==> src/rtl/score_request_initiator.sv <==
// Game-side initiator of the score-increment handshake: catches prize-sensor rises,
// queues them, and issues one four-phase request per queued prize with a timeout.
module score_request_initiator #(
  parameter int CNT_W          = 4,
  parameter int TIMEOUT_CYCLES = 1024,
  parameter int TO_W           = 16
) (
  input  logic             clock,
  input  logic             reset,
  input  logic             prize_sensor,
  input  logic             finished_incrementing_score,
  input  logic [31:0]      score,
  output logic             need_to_increment_score,
  output logic [CNT_W-1:0] pending_count,
  output logic [15:0]      prizes_credited,
  output logic [31:0]      last_score,
  output logic             busy,
  output logic             overflow,
  output logic             timeout_error
);

  typedef enum logic [1:0] {
    ST_IDLE  = 2'd0,
    ST_REQ   = 2'd1,
    ST_ACK   = 2'd2,
    ST_ERROR = 2'd3
  } state_t;

  localparam logic [CNT_W-1:0] CNT_MAX  = '1;
  localparam logic [TO_W-1:0]  TO_LIMIT = TO_W'(TIMEOUT_CYCLES - 1);

  state_t             state_q, state_d;
  logic [2:0]         sync_q, sync_d;
  logic [TO_W-1:0]    timer_q, timer_d;
  logic [CNT_W-1:0]   pending_q, pending_d;
  logic               overflow_q, overflow_d;
  logic [15:0]        credited_q, credited_d;
  logic [31:0]        last_score_q, last_score_d;

  logic               prize_event;
  logic               ack_accept;
  logic               timer_hit;
  logic [TO_W-1:0]    timer_step;

  // sync_q[0] and sync_q[1] form the synchroniser; sync_q[2] is the edge-detect delay
  assign sync_d      = {sync_q[1:0], prize_sensor};
  assign prize_event = sync_q[1] & ~sync_q[2];
  assign ack_accept  = (state_q == ST_REQ) && finished_incrementing_score;

  always_comb begin
    pending_d    = pending_q;
    overflow_d   = overflow_q;
    credited_d   = credited_q;
    last_score_d = last_score_q;
    if (prize_event && !ack_accept) begin
      if (pending_q == CNT_MAX) begin
        overflow_d = 1'b1;
      end else begin
        pending_d = pending_q + CNT_W'(1);
      end
    end else if (ack_accept && !prize_event) begin
      pending_d = pending_q - CNT_W'(1);
    end
    if (ack_accept) begin
      credited_d   = credited_q + 16'd1;
      last_score_d = score;
    end
  end

  // Timer saturates at the limit so a late ack never lets it wrap back into range
  assign timer_hit  = (timer_q == TO_LIMIT);
  assign timer_step = timer_hit ? timer_q : timer_q + TO_W'(1);

  always_comb begin
    state_d = state_q;
    timer_d = timer_q;
    case (state_q)
      ST_IDLE: begin
        if ((pending_q != '0) && !finished_incrementing_score) begin
          state_d = ST_REQ;
          timer_d = '0;
        end
      end
      ST_REQ: begin
        timer_d = timer_step;
        if (finished_incrementing_score) begin
          state_d = ST_ACK;
        end else if (timer_hit) begin
          state_d = ST_ERROR;
        end
      end
      ST_ACK: begin
        timer_d = timer_step;
        if (!finished_incrementing_score) begin
          state_d = ST_IDLE;
        end else if (timer_hit) begin
          state_d = ST_ERROR;
        end
      end
      ST_ERROR: begin
        state_d = ST_ERROR;
      end
      default: begin
        state_d = ST_IDLE;
      end
    endcase
  end

  always_ff @(posedge clock or negedge reset) begin
    if (!reset) begin
      state_q      <= ST_IDLE;
      sync_q       <= '0;
      timer_q      <= '0;
      pending_q    <= '0;
      overflow_q   <= 1'b0;
      credited_q   <= '0;
      last_score_q <= '0;
    end else begin
      state_q      <= state_d;
      sync_q       <= sync_d;
      timer_q      <= timer_d;
      pending_q    <= pending_d;
      overflow_q   <= overflow_d;
      credited_q   <= credited_d;
      last_score_q <= last_score_d;
    end
  end

  assign need_to_increment_score = (state_q == ST_REQ);
  assign busy                    = (state_q != ST_IDLE);
  assign timeout_error           = (state_q == ST_ERROR);
  assign pending_count           = pending_q;
  assign overflow                = overflow_q;
  assign prizes_credited         = credited_q;
  assign last_score              = last_score_q;

endmodule

==> config.mk <==
export PLATFORM = sky130hd
export DESIGN_NAME = score_request_initiator
export DESIGN_NICKNAME = d
export VERILOG_FILES = /design/src/rtl/score_request_initiator.sv
export SDC_FILE = /design/constraint.sdc
export NUM_CORES = 1
export LEC_CHECK = 0
export ABC_AREA = 1
export CELL_PAD_IN_SITES_DETAIL_PLACEMENT = 1
export CELL_PAD_IN_SITES_GLOBAL_PLACEMENT = 2
export CORE_ASPECT_RATIO = 0.7
export CORE_MARGIN = 4
export CORE_UTILIZATION = 32
export CTS_BUF_LIST = sky130_fd_sc_hd__clkbuf_4
export CTS_CLUSTER_SIZE = 24
export DETAILED_ROUTE_END_ITERATION = 10
export PLACE_DENSITY = 0.93
export SYNTH_ARGS = -nofsm -noshare
export SYNTH_HDL_FRONTEND = slang
export SYNTH_SLANG_ARGS = --single-unit
==> constraint.sdc <==
create_clock -name clock -period 4.45 [get_ports clock]
set_clock_uncertainty 0.1 [all_clocks]
set_input_delay 0.6675 -clock clock [delete_from_list [all_inputs] [get_ports clock]]
set_output_delay 0.6675 -clock clock [all_outputs]
set_load 0.02 [all_outputs]
# Word-level counts from Yosys, hierarchy flattened
# Cells that the tools add are included.
totals:
  reg_bits: 74
  input_bits: 36
  out_inout_bits: 56
  wordCells: 48
op_classes:
  add_sub_neg: 4
  eq_ne: 8
  n_mux: 11
  bitwise_logic: 2
  reduce_logical: 16
ops:
  columns: ["op", "n"]
  rows:
  - ["$add A16 B1 Y16 const B", 2]
  - ["$mux W16", 2]
  - ["$pmux W16 S2", 1]
  - ["$eq A16 B10 Y1 const B", 1]
  - ["$mux W4", 3]
  - ["$mux W2", 4]
  - ["$pmux W2 S4", 1]
  - ["$ne A2 B2 Y1 const B", 3]
  - ["$reduce_bool A2 Y1", 3]
  - ["$add A4 B1 Y4 const B", 1]
  - ["$eq A2 B2 Y1 const B", 2]
  - ["$eq A4 B4 Y1 const B", 1]
  - ["$logic_and A1 B1 Y1", 4]
  - ["$reduce_and A2 Y1", 2]
  - ["$reduce_bool A4 Y1", 1]
  - ["$sub A4 B1 Y4 const B", 1]
  - ["$logic_not A1 Y1", 3]
  - ["$reduce_and A3 Y1", 1]
  - ["$eq A2 B1 Y1 const B", 1]
  - ["$logic_not A2 Y1", 1]
  - ["$reduce_or A2 Y1", 1]
  - ["$and A1 B1 Y1", 1]
  - ["$not A1 Y1", 1]

# Depth between registers and ports, before layout
# Gate-level depths: netlist of the first run.
logic_depth:
  word_depth: 6
  depth_mapped: 14
  depth_no_buf: 14

# Least setup slack after synthesis of the first run
# Ideal clock, no wire load.
synth_path:
  path_kind: "flip-flop to flip-flop"
  startpoint: "register state_q[1]"
  endpoint: "register pending_q[3], in the netlist pending_count[3]"
  setup_ps: 113
  t_arrival_ps: 2229
  t_required_ps: 4237
  slack_ps: 2008
  stages_incl_launch_ff: 15
  n_path_buf: 0
  synth_period_minus_slack_ps: 2442
  path_cell_list: "dfrtp_1 -> inv_1 -> ha_1 -> nand2_1 -> inv_1 -> nor3_1 -> inv_1 -> ha_1 -> a21oi_1 -> nand2_1 -> or2_2 -> nand2_1 -> nand2_1 -> nand2_1 -> inv_1"
synth_via:
  elab_chain_cells: 6
  word_cells_on_any_way: 9
  classes_between: "eq/ne: 2; mux: 1; reduce/logical: 6"
synth_lines:
  columns: ["element", "line", "rtl"]
  rows:
  - ["start, declared", "32", "state_t state_q, state_d;"]
  - ["start signal, assigned", "119", "state_q <= state_d;"]
  - ["$eq A2 B1 Y1 *", null, null]
  - ["net need_to_increment_score", "13", "output logic need_to_increment_score,"]
  - ["$logic_and A1 B1 Y1 *", "48", "assign ack_accept = (state_q == ST_REQ) && finished_incrementing_score;"]
  - ["$logic_not A1 Y1", "55", "if (prize_event && !ack_accept) begin"]
  - ["$logic_and A1 B1 Y1", "55", null]
  - ["$ne A2 B2 Y1 (no line) or $reduce_bool A2 Y1 (tied branches)", null, null]
  - ["$reduce_and A2 Y1 (no line)", null, null]
  - ["end signal, assigned", "122", "pending_q <= pending_d;"]
  - ["end, declared", "35", "logic [CNT_W-1:0] pending_q, pending_d;"]
# Mark *: on every way through the listed nets, which the timed path passes. The rest lies on a longest branch.
# A chain may end at the register's enable or synchronous reset.

# Final worst setup path of the first run
layout_path:
  startpoint: "register state_q[0]"
  endpoint: "output busy"
layout_via:
  elab_chain_cells: 1
layout_lines:
  columns: ["element", "line", "rtl"]
  rows:
  - ["$reduce_bool A2 Y1", "130", "assign busy = (state_q != ST_IDLE);"]
  - ["end, declared", "17", "output logic busy,"]
# Every way passes these cells.

==> metrics, run 1 <==
IO Count=a little over 90; DRC violation count after routing=0; final setup fails=0; number of nets produced by synthesis=around 510; fraction of the yosys area taken by sequential cells=48.8%; Seq cells post-synth=74; area growth from synthesis to layout=30.6%; Detailed Route WL=~10 mm; Hold-fix buffers, CTS=0; detailed-routing iteration count for the pre-antenna-repair pass=4; number of sinks handled by clock tree synthesis=between 70 and 80; count of non-filler cells in the finished layout=a little over 700; biggest area consumer among synthesized cells=sky130_fd_sc_hd__dfrtp_1; number of H-tree levels=3; starting density of the core=roughly a third; wire length of the first global-routing pass=around 18 mm; number of hold violations in the final report=0; initial detailed-routing violation count=150; Max Slew Vio Count=0; n_diodes=0; outcome=finished, final reports clean; average cell area after synthesis=roughly 8.1 um^2; Cell Pwr Density=between 500 and 600 nW/um^2; maximum root-to-sink buffer count=2; portion of synthesized cell area occupied by the leading cell type=48.8%; hpwl dp=between 7 and 8 mm; end-of-flow core utilization=a little over two fifths; required time of the critical path=roughly 3700 ps; cells taking the most area after synthesis=sky130_fd_sc_hd__dfrtp_1 49%, sky130_fd_sc_hd__nand2_1 19%, sky130_fd_sc_hd__inv_1 3.9%; vias after detailed routing=~3.3k; Max Clock Freq=around 370 MHz; via density per instance=between 4 and 5; vias in the first global route=roughly 3.6k; largest fanout on the critical path=5; period utilization=about three fifths; Pleak=between 2 and 2.5 nW; total of warnings raised by yosys=0; relative max-transition margin=35.1%; clock slew at the register clock pins of the worst setup and hold paths=around 130 ps; final weighted congestion in routability-driven placement=between 0.7 and 0.8; total setup buffers inserted after CTS=0; Antenna Nets Post-Route=0; clock root cell=sky130_fd_sc_hd__clkbuf_4; endpoint class of the critical path=primary output; width of the chip=138 um; TNS Setup=0 ps; Total Routing Usage GR=around 16%; initial antenna violation count=0; endpoint arrival time on the critical path=just under 2000 ps; peak supply drop=0.000240 V; number of library cell types mapped by synthesis=33; type of origin of the critical path=flop; final total power=around 2.8 mW; Max Cap Viol=0; die area=13700 um^2; Nets=just over 600; Worst Setup Path Type=flop to primary output; buffers added on ports=91; TritonCTS clock tree=yes; Post-Syn Instances=roughly 470; total of cells resized after clock tree synthesis=0; HP Class=input port to async pin; core footprint=11300 um^2; layout cells sized above 1=under 10%; pin count of the biggest net entering global routing=75; start of the worst register-to-register path=state_q[1]; cell count after placement=703; RSZ-0062 raised after global routing=no; multi-input combinational cell area=1700 um^2; y dimension of the die=between 90 and 100 um; start point of the critical path=state_q[0]; slew at the pin closest to its max-slew limit=973 ps; insertion delay to the later sink of the worst-skew pair=~450 ps; residual overflow from global routing=0; Mapped Area=3790 um^2; Storage cell area=~1900 um^2; fill cell count=around 1.4k; min cycle time layout=~2700 ps; number of clock buffers inserted by TritonCTS=9; Routed WL per cell=14.4 um; row count=32
-- area by class of cell --
cell class | count | share of cell area, %
multi-input cells | 341 | 34.4
inverters | 42 | 3.28
clock buffers | 9 | 1.36
clock inverters | 7 | 1.09
flip-flops and latches | 74 | 37.4
repair buffers | 93 | 18.6
well taps | 153 | 3.86
-- synthesized netlist by cell type (all sizes together) --
cell / instances
nand3b: 1
nand4: 6
o21ai: 14
xnor2: 6
a21oi: 4
xor2: 14
ha: 9
nand3: 23
nor2: 40
a21o: 1
clkbuf: 4
dfrtp: 74
nor3: 7
clkinv: 1
fa: 1
buf: 7
or2: 2
nand2: 208
and3: 1
inv: 41
o21bai: 4
-- per-stage QoR --
stage / worst slack [ps] / area, um^2 / hold WS, ps
global placement: 1550 / 4830 / 233
finish: 1720 / 4950 / 254
global route: 1530 / 4950 / 295
CTS: 1670 / 4950 / 277
floorplan: 2010 / 3790 / 231
detailed placement: 1400 / 4830 / 247
-- worst paths after layout --
kind	cells after the start	endpoint	slack, ps
max	4	busy	1720
min	1	last_score[22]	250
max reg2reg	14	pending_count[3]	1800
min reg2reg	0	sync_q[1]	270
max in group asynchronous	1	state_q[1]	3350
min in group clock	0	sync_q[1]	270
-- logic make-up (layout without fill, tap and decap cells) --
logic type               Yosys count  in the layout  share of synthesized area, %
AND/OR/NAND/NOR                  288            288                          32.5
buffers and inverters             53            151                          6.30
adder cells (fa/ha/maj)           10             10                          3.50
XOR/XNOR                          20             20                          4.62
flip-flops                        74             74                          48.8
AO/OA/AOI/OAI                     23             23                          4.25
-- registers in the layout, summed over array words and instances, names as in the netlist --
| signal | cells |
|---|---|
| state_q | 2 |
| sync_q | 3 |
| overflow | 1 |
| pending_count | 4 |
| last_score | 32 |
| prizes_credited | 16 |
| timer_q | 16 |
-- layout by cell type, fill, tap and decap left out, types with 2 or more instances in the layout --
cell and instances:
sky130_fd_sc_hd__o21ai_0 3, sky130_fd_sc_hd__or2_2 2, sky130_fd_sc_hd__a21oi_1 3, sky130_fd_sc_hd__o21ai_1 3
sky130_fd_sc_hd__nand4_1 6, sky130_fd_sc_hd__clkinvlp_4 3, sky130_fd_sc_hd__nand2_2 13, sky130_fd_sc_hd__nor3_1 6
sky130_fd_sc_hd__dfrtp_1 74, sky130_fd_sc_hd__nand2_4 2, sky130_fd_sc_hd__xor2_1 14, sky130_fd_sc_hd__buf_4 3
sky130_fd_sc_hd__inv_2 2, sky130_fd_sc_hd__clkdlybuf4s50_1 90, sky130_fd_sc_hd__xnor2_1 6, sky130_fd_sc_hd__nand3_1 22
sky130_fd_sc_hd__o21ai_2 8, sky130_fd_sc_hd__nand2_1 193, sky130_fd_sc_hd__clkinv_4 3, sky130_fd_sc_hd__clkbuf_4 9
sky130_fd_sc_hd__inv_1 39, sky130_fd_sc_hd__ha_1 9, sky130_fd_sc_hd__nor2_1 37, sky130_fd_sc_hd__nor2_4 2
sky130_fd_sc_hd__o21bai_1 4
-- where the power goes --
part	total [mW]	internal, mW	switching, mW	leakage (nW)
Clock	0.391	0.117	0.274	0.0585
Sequential	1.04	0.871	0.171	0.950
Combinational	1.41	0.561	0.848	1.38
Total	2.84	1.55	1.29	2.39
-- layer usage --
metal	track usage [%]	vias up	part of all wire [%]
met1	20.6	1580	48
met2	25.4	59	47
met3	4.18	11	3.7
met5	0	-	0
met4	4.10	0	1.3
li1	-	1639	-
-- critical path: stages (launching register included) --
cell	delay, ps
sky130_fd_sc_hd__dfrtp_1	420
sky130_fd_sc_hd__inv_1	110
sky130_fd_sc_hd__ha_1	290
sky130_fd_sc_hd__inv_1	90
sky130_fd_sc_hd__clkdlybuf4s50_1	600
No activity file was read; power rests on OpenSTA's default activity.
==> inputs of run 2 (changes only) <==
- CORE_UTILIZATION: 32 -> 26
- PLACE_DENSITY: 0.93 -> 0.82
- clock period: 4.45 -> 2.35 ns (I/O delays scaled with it)
==> metrics, run 2 (same netlist as run 1, synthesis figures left out) <==
Detail Route met2 WL=4.89 mm (+1.3%); initial antenna violation count=0 (unchanged); period utilization=around 95%; Routed WL per cell=13.9 um (-3.1%); hold path startpoint=prize_sensor; cell count after placement=750 (+6.7%); maximum root-to-sink buffer count=2 (unchanged); Nets=621 (+2.3%); wire length of the first global-routing pass=18.1 mm (+3.3%); number of sinks handled by clock tree synthesis=74 (unchanged); width of the chip=152 um (+10%); setup slack of the most critical reg-to-reg path=120 ps (-1680 ps); TNS Setup=0 ps (unchanged); hpwl dp=8.06 mm (+6.1%); type of origin of the critical path=flop; IO Count=92 (unchanged); area growth from synthesis to layout=36.3%; start of the worst register-to-register path=state_q[1]; pin count of the biggest net entering global routing=46 (-39%); die area=16600 um^2 (+21%); Cell Pwr Density=1080 nW/um^2 (+89%); number of cell instances on the worst register-to-register path=14 (unchanged); Place WS=-86.4 ps (-1480 ps); terminus of the critical flop-to-flop path=pending_count[3]; largest fanout on the critical path=4 (-1); clock root cell=sky130_fd_sc_hd__clkbuf_4; hold path endpoint=sync_q[0]; insertion delay to the later sink of the worst-skew pair=430 ps (-20 ps); detailed-routing iteration count for the pre-antenna-repair pass=4 (unchanged); final weighted congestion in routability-driven placement=0.751 (-2.3%); leading cell types in the layout, fill and taps excluded=192 x sky130_fd_sc_hd__nand2_1, 87 x sky130_fd_sc_hd__clkdlybuf4s50_1, 74 x sky130_fd_sc_hd__dfrtp_1; final setup fails=0 (unchanged); count of non-filler cells in the finished layout=770 (+7.1%); buffers added on ports=91 (unchanged); endpoint class of the critical path=flop; initial detailed-routing violation count=108 (-28%); RSZ-0062 raised after global routing=no; Worst Setup Path Type=flop to flop; number of H-tree levels=3 (unchanged); core footprint=14100 um^2 (+25%); HP Class=input port to flop; peak supply drop=0.000543 V (+130%); met3 wire length=451 um (+18%); TritonCTS clock tree=yes; DRC violation count after routing=0 (unchanged); fin worst setup slack=118 ps (-1610 ps); vias in the first global route=3657 (+1.4%); Worst Hold Path Cells=1; via density per instance=4.36 (-4.6%); Detailed Route WL=10.7 mm (+3.8%); relative max-transition margin=65.2% (+30 points); outcome=finished, final reports clean; number of clock buffers inserted by TritonCTS=9 (unchanged); start point of the critical path=state_q[1]; most common library cell in the layout ignoring fill and taps=sky130_fd_sc_hd__nand2_1; Pleak=2.49 nW (+4.4%); vias after detailed routing=3361 (+2.2%); row count=36 (+13%); min cycle time layout=2230 ps; fill cell count=1699 (+25%); uppermost layer routed=met4; Max Slew Vio Count=0 (unchanged); y dimension of the die=109 um (+10%); clock slew at the register clock pins of the worst setup and hold paths=140 ps (about the same); endpoint arrival time on the critical path=2470 ps (+510 ps); layout cells sized above 1=12.2% (+2.9 points); n_diodes=0 (unchanged); max reg flops=32 (unchanged); M1 WL=5.23 mm (+4.9%); required time of the critical path=2590 ps (-1090 ps); starting density of the core=26.9% (-6.7 points); Antenna Nets Post-Route=0 (unchanged); Max Clock Freq=about 450 MHz; number of hold violations in the final report=0 (unchanged); Total Routing Usage GR=13.3% (-2.2 points); slew at the pin closest to its max-slew limit=518 ps (-455 ps); Max Cap Viol=0 (unchanged); residual overflow from global routing=0 (unchanged)
[run 2: how the worst max path moves through the flow]
| stage | endpoint | slack, ps | depth (start not counted) |
|---|---|---|---|
| 5_1_grt | pending_count[3] | 3 | 14 |
| 3_5_place_dp | pending_count[3] | -90 | 13 |
| 3_3_place_gp | pending_count[3] | -40 | 13 |
| 6_report | pending_count[3] | 120 | 14 |
| 4_1_cts | need_to_increment_score | 20 | 3 |
| 2_1_floorplan | pending_count[3] | 70 | 14 |
[run 2: per-layer routing]
layer  global-route usage (%)  up-vias
met4                     3.34        0
li1                         -     1661
met5                        0        -
met3                     3.41       13
met1                     18.3     1615
met2                     21.2       72
[run 2: report_power, final]
part	switching (mW)	internal, mW
clock network	0.505	0.222
registers	0.341	1.65
logic	1.65	1.23
total	2.50	3.10
[run 2: through the flow]
stage                     hold slack, ps  area [um^2]  util [%]  power [mW]
after floorplan                    -43.1         3800         -        3.63
after CTS                            208         5110      36.3        5.66
after detailed placement             230         4990      35.4        4.88
after global placement               220         4990      35.4        4.80
final                                257         5170      36.7        5.60
after global routing                 210         5170      36.7        6.09
[run 2: what timing repair did]
action | 4_1_cts | 5_1_grt
gates resized for setup | 1 | 8
pin swaps | 0 | 1
endpoints found under the setup margin | 1 | 3
endpoints found under the hold margin | 29 | 0
hold buffers | 1 | 0
setup buffers | 0 | 3
[run 2: area by class of cell]
class / count / area [um^2] / area share, %
sequential: 74 / 1850 / 35.8
multi-input combinational: 341 / 1740 / 33.6
timing repair buffer: 107 / 1060 / 20.6
tap: 190 / 238 / 4.60
inverter: 42 / 163 / 3.15
clock buffer: 9 / 67.6 / 1.31
clock inverter: 7 / 52.6 / 1.02
[run 2: worst max-delay path, cell delays in order (launching register included)]
cell and delay [ps]:
sky130_fd_sc_hd__dfrtp_1 440, sky130_fd_sc_hd__inv_2 70, sky130_fd_sc_hd__ha_4 170, sky130_fd_sc_hd__nand2_2 60
sky130_fd_sc_hd__inv_1 70, sky130_fd_sc_hd__nor3_2 220, sky130_fd_sc_hd__inv_2 90, sky130_fd_sc_hd__ha_4 220
sky130_fd_sc_hd__a21oi_1 130, sky130_fd_sc_hd__nand2_1 70, sky130_fd_sc_hd__or2_2 290, sky130_fd_sc_hd__nand2_1 60
sky130_fd_sc_hd__nand2_1 50, sky130_fd_sc_hd__nand2_1 60, sky130_fd_sc_hd__inv_1 40
==> inputs of run 3 (changes only) <==
- CORE_MARGIN: 4 -> default
==> metrics, run 3 (same netlist as run 1, synthesis figures left out) <==
outcome=finished, final reports clean; Cell Pwr Density=1070 nW/um^2 (-1.4%); fill cell count=1671 (-1.6%); hpwl dp=7.83 mm (-2.9%); Worst Setup Path Type=flop to primary output; count of non-filler cells in the finished layout=769 (-0.13%); wire length of the first global-routing pass=17.8 mm (-1.7%); final total power=5.48 mW (-2.1%); Storage cell area=1850 um^2 (unchanged); start point of the critical path=state_q[0]; delay of the slowest cell on the worst path=430 ps (about the same); Routed WL per cell=13.7 um (-1.5%); RSZ-0062 raised after global routing=yes; number of hold violations in the final report=0 (unchanged); insertion delay to the later sink of the worst-skew pair=420 ps (about the same); period utilization=95.3% (+0.27 points); crit path cell chain=buf_4 -> inv_1 -> ha_1 -> inv_1 -> dlygate4sd2_1; pin count of the biggest net entering global routing=46 (unchanged); residual overflow from global routing=0 (unchanged); Nets=621 (unchanged); required time of the critical path=1900 ps (-690 ps); clock root cell=sky130_fd_sc_hd__clkbuf_4; core footprint=14100 um^2 (unchanged); setup slack of the most critical reg-to-reg path=110 ps (about the same); y dimension of the die=103 um (-5.5%); final setup fails=0 (unchanged); vias in the first global route=3597 (-1.6%); initial antenna violation count=0 (unchanged); number of clock buffers inserted by TritonCTS=9 (unchanged); Max Slew Vio Count=0 (unchanged); clock slew at the register clock pins of the worst setup and hold paths=130 ps (about the same); Pleak=2.47 nW (-0.99%); Total Routing Usage GR=14.9% (+1.6 points); Worst Hold Path Cells=1 (unchanged); initial detailed-routing violation count=114 (+5.6%); endpoint arrival time on the critical path=1790 ps (-680 ps); end-of-flow core utilization=36.4% (-0.28 points); Worst Setup EP=busy; maximum root-to-sink buffer count=2 (unchanged); slew at the pin closest to its max-slew limit=619 ps (+101 ps); peak supply drop=0.000466 V (-14%); TritonCTS clock tree=yes; max reg flops=32 (unchanged); Max Clock Freq=447 MHz (-0.29%); Detailed Route WL=10.5 mm (-1.6%); start of the worst register-to-register path=state_q[0]; vias after detailed routing=3369 (+0.24%); row count=36 (unchanged); terminus of the critical flop-to-flop path=pending_count[3]; n_diodes=0 (unchanged); DRC violation count after routing=0 (unchanged); number of H-tree levels=3 (unchanged); IO Count=92 (unchanged); relative max-transition margin=58.7% (-6.5 points); layout cells sized above 1=12.1% (-0.15 points); endpoint class of the critical path=primary output; most common library cell in the layout ignoring fill and taps=sky130_fd_sc_hd__nand2_1; starting density of the core=26.9% (unchanged); type of origin of the critical path=flop; cell count after placement=749 (-0.13%); Antenna Nets Post-Route=0 (unchanged); final weighted congestion in routability-driven placement=0.807 (+7.5%); detailed-routing iteration count for the pre-antenna-repair pass=4 (unchanged); min cycle time layout=2240 ps (+6.43 ps); via density per instance=4.38 (+0.37%); largest fanout on the critical path=5 (+1); Max stage delay cell, worst path=sky130_fd_sc_hd__dfrtp_1; Max Cap Viol=0 (unchanged); width of the chip=146 um (-3.9%); die area=15100 um^2 (-9.2%); leading cell types in the layout, fill and taps excluded=192 x sky130_fd_sc_hd__nand2_1, 88 x sky130_fd_sc_hd__clkdlybuf4s50_1, 74 x sky130_fd_sc_hd__dfrtp_1; multi-input combinational cell area=1730 um^2 (-0.36%); cell with the most instances on the worst path=sky130_fd_sc_hd__inv_1; HP Class=input port to flop; number of sinks handled by clock tree synthesis=74 (unchanged); area growth from synthesis to layout=35.3%; buffers added on ports=91 (unchanged); number of cell instances on the worst register-to-register path=13 (-1)
[run 3: per-layer routing]
layer | track usage [%] | wire length [um] | vias up
met3 | 3.27 | 336 | 5
li1 | - | - | 1654
met2 | 24.2 | 4820 | 64
met5 | 0 | 0 | -
met4 | 3.85 | 77 | 0
met1 | 20.2 | 5300 | 1646
[run 3: what timing repair did]
| action | in CTS | in global routing |
|---|---|---|
| endpoints found under the setup margin | 1 | 5 |
| hold endpoints to repair | 44 | 0 |
| gates resized for setup | 1 | 7 |
| pin swaps | 0 | 2 |
| setup buffers | 0 | 4 |
| hold buffers | 1 | 0 |
[run 3: worst max-delay path, delay by kind of cell (launching register included)]
family     cells  cell delay [ps]
flops          1              430
fa+ha+maj      1              290
buf+inv        4              650
[run 3: layout make-up]
| class | instances | area share (%) |
|---|---|---|
| Tap cell | 190 | 4.63 |
| Timing Repair Buffer | 107 | 20.4 |
| Sequential cell | 74 | 36.1 |
| Clock inverter | 6 | 0.683 |
| Multi-Input combinational cell | 341 | 33.7 |
| Clock buffer | 9 | 1.32 |
| Inverter | 42 | 3.17 |
[run 3: worst min-delay path by stage]
stage | from | end | slack (ps)
finish | prize_sensor | sync_q[0] | 250
global route | prize_sensor | sync_q[0] | 210
CTS | prize_sensor | sync_q[0] | 220
detailed placement | sync_q[0] | sync_q[1] | 240
global placement | sync_q[0] | sync_q[1] | 240
floorplan | reset | last_score[0] | -40
[run 3: stage by stage]
step           worst slack (ps)  TNS, ps  hold WS (ps)  area (um^2)
6_report                    111        0           250         5130
4_1_cts                    7.79        0           217         5080
3_5_place_dp               -168     -168           237         4970
3_3_place_gp              -30.4    -30.4           235         4970
5_1_grt                   -19.7    -23.9           209         5130
2_1_floorplan              74.2        0         -43.1         3800
[run 3: where the power goes]
part | leakage [nW] | switching [mW] | total (mW) | internal, mW
Sequential | 0.950 | 0.339 | 1.99 | 1.65
Clock | 0.0489 | 0.458 | 0.660 | 0.202
Combinational | 1.47 | 1.65 | 2.83 | 1.19
